[src/rtl/fu_commit_unit_if.sv]
// Issue, result and commit signals between the controller, the functional units and the commit unit.
interface fu_commit_unit_if;
  logic        issue_valid;
  logic [2:0]  issue_fu;
  logic [4:0]  issue_rd;
  logic        issue_we;
  logic        issue_ready;
  logic [4:0]  fu_done;
  logic [31:0] ALU_res;
  logic [31:0] MEM_res;
  logic [31:0] MUL_res;
  logic [31:0] DIV_res;
  logic [31:0] JUMP_res;
  logic [4:0]  fu_busy;
  logic [2:0]  write_sel;
  logic [4:0]  rd_ctrl;
  logic        reg_write;
  logic [31:0] wb_data;
  logic        err;

  modport master (
    output issue_valid, issue_fu, issue_rd, issue_we, fu_done,
    output ALU_res, MEM_res, MUL_res, DIV_res, JUMP_res,
    input  issue_ready, fu_busy, write_sel, rd_ctrl, reg_write, wb_data, err
  );

  modport slave (
    input  issue_valid, issue_fu, issue_rd, issue_we, fu_done,
    input  ALU_res, MEM_res, MUL_res, DIV_res, JUMP_res,
    output issue_ready, fu_busy, write_sel, rd_ctrl, reg_write, wb_data, err
  );
endinterface

[src/rtl/fu_commit_unit.sv]
// In-order commit unit: tracks issued ops in a FIFO, buffers out-of-order FU results,
// and retires at most one op per cycle in issue order with registered write-back outputs.
module fu_commit_unit #(
  parameter int unsigned DEPTH = 8
) (
  input logic              clk,
  input logic              rst,
  fu_commit_unit_if.slave  bus
);
  localparam int unsigned PW  = (DEPTH > 1) ? $clog2(DEPTH) : 1;
  localparam int unsigned CW  = $clog2(DEPTH + 1);
  localparam int unsigned NFU = 5;

  typedef struct packed {
    logic [2:0] fu;
    logic [4:0] rd;
    logic       we;
  } entry_t;

  entry_t            q [DEPTH];
  logic [PW-1:0]     head;
  logic [PW-1:0]     tail;
  logic [CW-1:0]     count;
  logic [31:0]       rbuf [NFU];
  logic [NFU-1:0]    rvld;
  logic [NFU-1:0]    busy;
  logic [31:0]       res [NFU];

  logic              legal_c;
  logic [NFU-1:0]    issue_oh_c;
  logic              issue_ready_c;
  logic              issue_go_c;
  entry_t            head_e_c;
  logic [2:0]        head_idx_c;
  logic [NFU-1:0]    head_oh_c;
  logic              commit_c;
  logic [NFU-1:0]    commit_oh_c;
  logic [NFU-1:0]    cap_c;
  logic              err_set_c;

  assign res[0] = bus.ALU_res;
  assign res[1] = bus.MEM_res;
  assign res[2] = bus.MUL_res;
  assign res[3] = bus.DIV_res;
  assign res[4] = bus.JUMP_res;

  assign bus.fu_busy     = busy;
  assign bus.issue_ready = issue_ready_c;

  // Issue acceptance, commit selection and result capture, all from registered state.
  always_comb begin
    legal_c       = (bus.issue_fu >= 3'd1) && (bus.issue_fu <= 3'd5);
    issue_oh_c    = legal_c ? (NFU'(1) << (bus.issue_fu - 3'd1)) : '0;
    issue_ready_c = (count < CW'(DEPTH)) && legal_c && ((issue_oh_c & busy) == '0);
    issue_go_c    = bus.issue_valid && issue_ready_c;

    head_e_c      = q[head];
    head_idx_c    = head_e_c.fu - 3'd1;
    head_oh_c     = NFU'(1) << head_idx_c;
    commit_c      = (count != '0) && ((head_oh_c & rvld) != '0);
    commit_oh_c   = commit_c ? head_oh_c : '0;

    cap_c         = bus.fu_done & busy & ~rvld;
    err_set_c     = ((bus.fu_done & ~cap_c) != '0) || (bus.issue_valid && !legal_c);
  end

  always_ff @(posedge clk) begin
    if (rst) begin
      head          <= '0;
      tail          <= '0;
      count         <= '0;
      rvld          <= '0;
      busy          <= '0;
      bus.err       <= 1'b0;
      bus.write_sel <= '0;
      bus.rd_ctrl   <= '0;
      bus.reg_write <= 1'b0;
      bus.wb_data   <= '0;
    end else begin
      if (issue_go_c) tail <= tail + PW'(1);
      if (commit_c)   head <= head + PW'(1);
      count   <= count + CW'(issue_go_c) - CW'(commit_c);
      busy    <= (busy & ~commit_oh_c) | (issue_go_c ? issue_oh_c : '0);
      rvld    <= (rvld & ~commit_oh_c) | cap_c;
      bus.err <= bus.err | err_set_c;
      // Write-back is presented one cycle after the commit decision.
      bus.write_sel <= commit_c ? head_e_c.fu : '0;
      bus.rd_ctrl   <= commit_c ? head_e_c.rd : '0;
      bus.reg_write <= commit_c && head_e_c.we && (head_e_c.rd != '0);
      bus.wb_data   <= commit_c ? rbuf[head_idx_c] : '0;
    end
  end

  // Payload storage; validity lives in count/rvld, so no reset is needed here.
  always_ff @(posedge clk) begin
    if (issue_go_c) q[tail] <= '{fu: bus.issue_fu, rd: bus.issue_rd, we: bus.issue_we};
    for (int k = 0; k < NFU; k++) begin
      if (cap_c[k]) rbuf[k] <= res[k];
    end
  end
endmodule

[src/flat_wrapper.sv]
// flat-port wrapper written by rule: the top's interface ports become plain ports
module fu_commit_unit_flat 
#(
  parameter int unsigned DEPTH = 8
)
  (clk, rst, bus_issue_valid, bus_issue_fu, bus_issue_rd, bus_issue_we, bus_fu_done, bus_ALU_res, bus_MEM_res, bus_MUL_res, bus_DIV_res, bus_JUMP_res, bus_issue_ready, bus_fu_busy, bus_write_sel, bus_rd_ctrl, bus_reg_write, bus_wb_data, bus_err);
  fu_commit_unit_if bus_i ();
  input logic clk;
  input logic rst;
  input wire logic [$bits(bus_i.issue_valid)-1:0] bus_issue_valid;
  input wire logic [$bits(bus_i.issue_fu)-1:0] bus_issue_fu;
  input wire logic [$bits(bus_i.issue_rd)-1:0] bus_issue_rd;
  input wire logic [$bits(bus_i.issue_we)-1:0] bus_issue_we;
  input wire logic [$bits(bus_i.fu_done)-1:0] bus_fu_done;
  input wire logic [$bits(bus_i.ALU_res)-1:0] bus_ALU_res;
  input wire logic [$bits(bus_i.MEM_res)-1:0] bus_MEM_res;
  input wire logic [$bits(bus_i.MUL_res)-1:0] bus_MUL_res;
  input wire logic [$bits(bus_i.DIV_res)-1:0] bus_DIV_res;
  input wire logic [$bits(bus_i.JUMP_res)-1:0] bus_JUMP_res;
  output wire logic [$bits(bus_i.issue_ready)-1:0] bus_issue_ready;
  output wire logic [$bits(bus_i.fu_busy)-1:0] bus_fu_busy;
  output wire logic [$bits(bus_i.write_sel)-1:0] bus_write_sel;
  output wire logic [$bits(bus_i.rd_ctrl)-1:0] bus_rd_ctrl;
  output wire logic [$bits(bus_i.reg_write)-1:0] bus_reg_write;
  output wire logic [$bits(bus_i.wb_data)-1:0] bus_wb_data;
  output wire logic [$bits(bus_i.err)-1:0] bus_err;
  assign bus_i.issue_valid = bus_issue_valid;
  assign bus_i.issue_fu = bus_issue_fu;
  assign bus_i.issue_rd = bus_issue_rd;
  assign bus_i.issue_we = bus_issue_we;
  assign bus_i.fu_done = bus_fu_done;
  assign bus_i.ALU_res = bus_ALU_res;
  assign bus_i.MEM_res = bus_MEM_res;
  assign bus_i.MUL_res = bus_MUL_res;
  assign bus_i.DIV_res = bus_DIV_res;
  assign bus_i.JUMP_res = bus_JUMP_res;
  assign bus_issue_ready = bus_i.issue_ready;
  assign bus_fu_busy = bus_i.fu_busy;
  assign bus_write_sel = bus_i.write_sel;
  assign bus_rd_ctrl = bus_i.rd_ctrl;
  assign bus_reg_write = bus_i.reg_write;
  assign bus_wb_data = bus_i.wb_data;
  assign bus_err = bus_i.err;
  fu_commit_unit #(.DEPTH(DEPTH)) u_core (.clk(clk), .rst(rst), .bus(bus_i));
endmodule
[config.mk]
export PLATFORM = sky130hd
export DESIGN_NAME = fu_commit_unit_flat
export DESIGN_NICKNAME = d
export VERILOG_FILES = /design/src/rtl/fu_commit_unit_if.sv /design/src/rtl/fu_commit_unit.sv /design/src/flat_wrapper.sv
export SDC_FILE = /design/constraint.sdc
export NUM_CORES = 1
export LEC_CHECK = 0
export ABC_CLOCK_PERIOD_IN_PS = 4200
export BUFFER_PORTS_ARGS = -buffer_cell sky130_fd_sc_hd__buf_2
export CAP_MARGIN = 20
export CORE_MARGIN = 4
export CORE_UTILIZATION = 54
export CTS_CLUSTER_SIZE = 40
export DETAILED_ROUTE_END_ITERATION = 8
export PLACE_DENSITY = 0.78
export SYNTH_ARGS = -nofsm -noshare
export SYNTH_HDL_FRONTEND = slang
export SYNTH_SLANG_ARGS = --single-unit
[constraint.sdc]
create_clock -name clk -period 4.2 [get_ports clk]
set_input_delay 0.63 -clock clk [delete_from_list [all_inputs] [get_ports clk]]
set_output_delay 0.63 -clock clk [all_outputs]
set_load 0.02 [all_outputs]
==> metrics <==
via/cell ratio=5.38; hpwl dp=16700 microns; Sink Count=297; Syn. warnings=0; vias=6324; initial cell density of the core=0.554; Place WS=0.360 ns; clock-pin slew on the worst setup and hold paths=0.06 ns; worst hold path stage count=1; DRC viols=0; # setup viols final=0; gr usage total=0.206; Worst VDD drop=0.387 mV; Tot Pwr=0.00659 W; xor/xnor share of the synthesized area=0.00387; grt ovf=0; I/O Pins=225; router iterations before antenna repair=5; minimum clock period=3.77 ns; reg2reg end=u_core.count[2]$_SDFF_PP0_; initial antenna violation count=6; leakage=5.23 nW; Post-Synth Adder-Cell Area=0.0150; CTS max path bufs=3; Clk network pwr share=0.415; layout cell share with drive strength beyond 1=0.417; Tcrit/Tclk final=0.898; Hold Crit Start=bus_DIV_res[20]; WP data arrival=4.18 ns; required time of the critical path=4.61 ns; worst clock skew=0.0107 ns; slew margin rel.=0.454; RSZ-0062 raised after global routing=no; WS Path Type=register to register; Hold Vio Cnt, Final=0; syn_nets=813; Num CTS Buffers=29; Synth Register Bits=297; main combinational cell family by area after synthesis=multiplexers; WL per Instance=20.9 microns; synthesized instance count=623; Setup TNS=0 ns; I/O Buffers=224; Synth cell types=50; Synth Area in Simple Gates=0.0532; switching pwr=0.00142 W; final WL=24600 microns; Avg Cell Area, Syn=18.2 sq um; largest net degree at the start of global routing=34; first-pass GRT wire length=37400 microns; DRT iter0 DRCs=342; Setup crit end kind=register; clk_lat worst skew=0.54 ns; R2R depth=15; Async SR Flop Fraction=0; CTS tree=built; Max Clk Rate=0.265 GHz; filler instances=1387; Synth Flop Type=edfxtp_1; Mapped Area=11300 sq um; vias in the first global route=6821; Post-synth EDFFs=232; H-tree levels=1; Max Cap Viol=0; die area=23300 sq um; Max Slew Vio Count=0; Pint=0.00517 W; Rows=52; maximum fanout along the worst path=6; Core Box Area=20400 sq um; chip width=153 microns; switching share of power=0.215; hold slack=0.264 ns; Reg power frac=0.493; Die Span Y=153 microns; NumNets Final=1068; Comb pwr share=0.092; Power per Cell Area=473 nW/um^2; Root Driver=clkbuf_16; outcome=finished clean; complex-gate fraction of the synthesized area=0.0482; Post-CTS Setup Repair Bufs=0; hold worst-path end=u_core.rbuf[3][20]$_DFFE_PP_; ANT nets after route=0; share of the yosys chip area belonging to registers=0.730; routability cong.=0.784; Slew @ Worst Pin=0.815 ns; Hold-fix buffers, CTS=0; Resized Gates After CTS=0; post-synthesis mux area share=0.125; Area growth, synth to finish=23.1%; fin worst setup slack=0.428 ns; r2r setup slk=0.43 ns; hold crit path type=primary input to register; type of origin of the critical path=register
==> per-stage QoR <==
step / instances / cell area, sq um / util
finish: 1176 / 13900 / 0.682
global route: 1176 / 13900 / 0.682
CTS: 1170 / 13900 / 0.680
global placement: 1115 / 12800 / 0.628
floorplan: 623 / 11300 / -
detailed placement: 1116 / 12800 / 0.629
==> state kept, by name, indices dropped and copies added (netlist names), named ones only <==
signal and cells:
u_core.rbuf 160, u_core.q 72, u_core.bus.wb_data 32, u_core.bus.fu_busy 5, u_core.bus.rd_ctrl 5, u_core.rvld 5
u_core.count 4, u_core.bus.write_sel 3, u_core.head 3, u_core.tail 3, u_core.bus.err 1, u_core.bus.reg_write 1
==> worst max path at each step <==
stage               slack, ns  startpoint                         end
floorplan                0.54    register  u_core.count[2]$_SDFF_PP0_
global placement         0.47    register  u_core.count[2]$_SDFF_PP0_
detailed placement       0.36    register  u_core.count[2]$_SDFF_PP0_
CTS                      0.34    register  u_core.count[2]$_SDFF_PP0_
global route             0.12    register  u_core.count[2]$_SDFF_PP0_
finish                   0.43    register  u_core.count[2]$_SDFF_PP0_
==> worst max-delay path: stages, from the launching register on <==
cell and delay [ns]:
dfxtp_1 0.38, buf_4 0.20, mux4_2 0.52, mux2i_2 0.38, inv_1 0.12, ha_1 0.22, a22oi_1 0.24, a211oi_1 0.13
mux2i_1 0.21, nand2_1 0.08, ha_1 0.29, inv_1 0.04, ha_1 0.22, fa_1 0.41, xnor2_1 0.16, nor2_1 0.05
==> cells in the mapped netlist, drive strengths merged, types with 3 or more instances <==
| master | n | share of area |
|---|---|---|
| edfxtp | 232 | 0.62 |
| nand2 | 75 | 0.025 |
| dfxtp | 65 | 0.11 |
| mux4 | 50 | 0.11 |
| a21oi | 43 | 0.030 |
| buf | 18 | 0.016 |
| inv | 17 | 0.0056 |
| nor2 | 16 | 0.0064 |
| ha | 12 | 0.013 |
| mux2i | 11 | 0.012 |
| nor3 | 9 | 0.0040 |
| o21ai | 9 | 0.0053 |
| nor2b | 8 | 0.0044 |
| nor3b | 8 | 0.0053 |
| clkbuf | 7 | 0.0023 |
| xnor2 | 5 | 0.0039 |
| mux2 | 4 | 0.0050 |
| a22o | 3 | 0.0023 |
| a32o | 3 | 0.0027 |
| nand2b | 3 | 0.0017 |
==> layout make-up <==
cell class	count	area [sq um]	area share
antenna	5	12.5	0.000898
clock buffer	41	863	0.0620
clock inverter	13	175	0.0126
inverter	18	67.6	0.00485
multi-input combinational	283	2840	0.204
sequential	297	8270	0.593
tap	270	338	0.0242
timing repair buffer	249	1370	0.0981
==> power groups by stage <==
stage                     clock network (W)  registers, W  logic [W]
after global placement                    0       0.00331   0.000597
after detailed placement                  0       0.00331   0.000611
after global routing                0.00292       0.00325   0.000668
after floorplan                           0       0.00331   0.000406
final                               0.00273       0.00325   0.000608
after CTS                           0.00278       0.00325   0.000615
==> layout by cell type, fill, tap and decap left out, types with 3 or more instances in the layout <==
master,n
edfxtp_1,232
buf_2,224
nand2_1,75
dfxtp_1,65
a21oi_2,32
clkbuf_16,31
mux4_1,27
mux4_2,23
buf_4,21
inv_1,17
ha_1,12
a21oi_1,11
nor3_1,9
nor2_1,9
nor2b_1,8
mux2i_1,8
o21ai_0,7
diode_2,5
nor3b_1,5
nor2_2,5
clkbuf_1,5
clkbuf_8,5
clkinv_2,5
bufinv_16,4
nand2b_1,3
nor3b_2,3
xnor2_1,3
mux2_4,3
a32o_1,3
a22o_1,3
buf_12,3
==> kinds of logic after synthesis <==
group	Yosys count
XOR/XNOR	5
multiplexers	65
buffers and inverters	43
AND/OR/NAND/NOR	130
flip-flops	297
AO/OA/AOI/OAI	70
adder cells (fa/ha/maj)	13
==> layer usage <==
metal  wire (microns)  GRT usage  share of wire
met1             9740      0.264           0.40
met2            12700      0.355           0.51
met3             1540     0.0406          0.063
met4              640     0.0709          0.026
met5               13          0        0.00053
(Power assumes the default switching activity.)
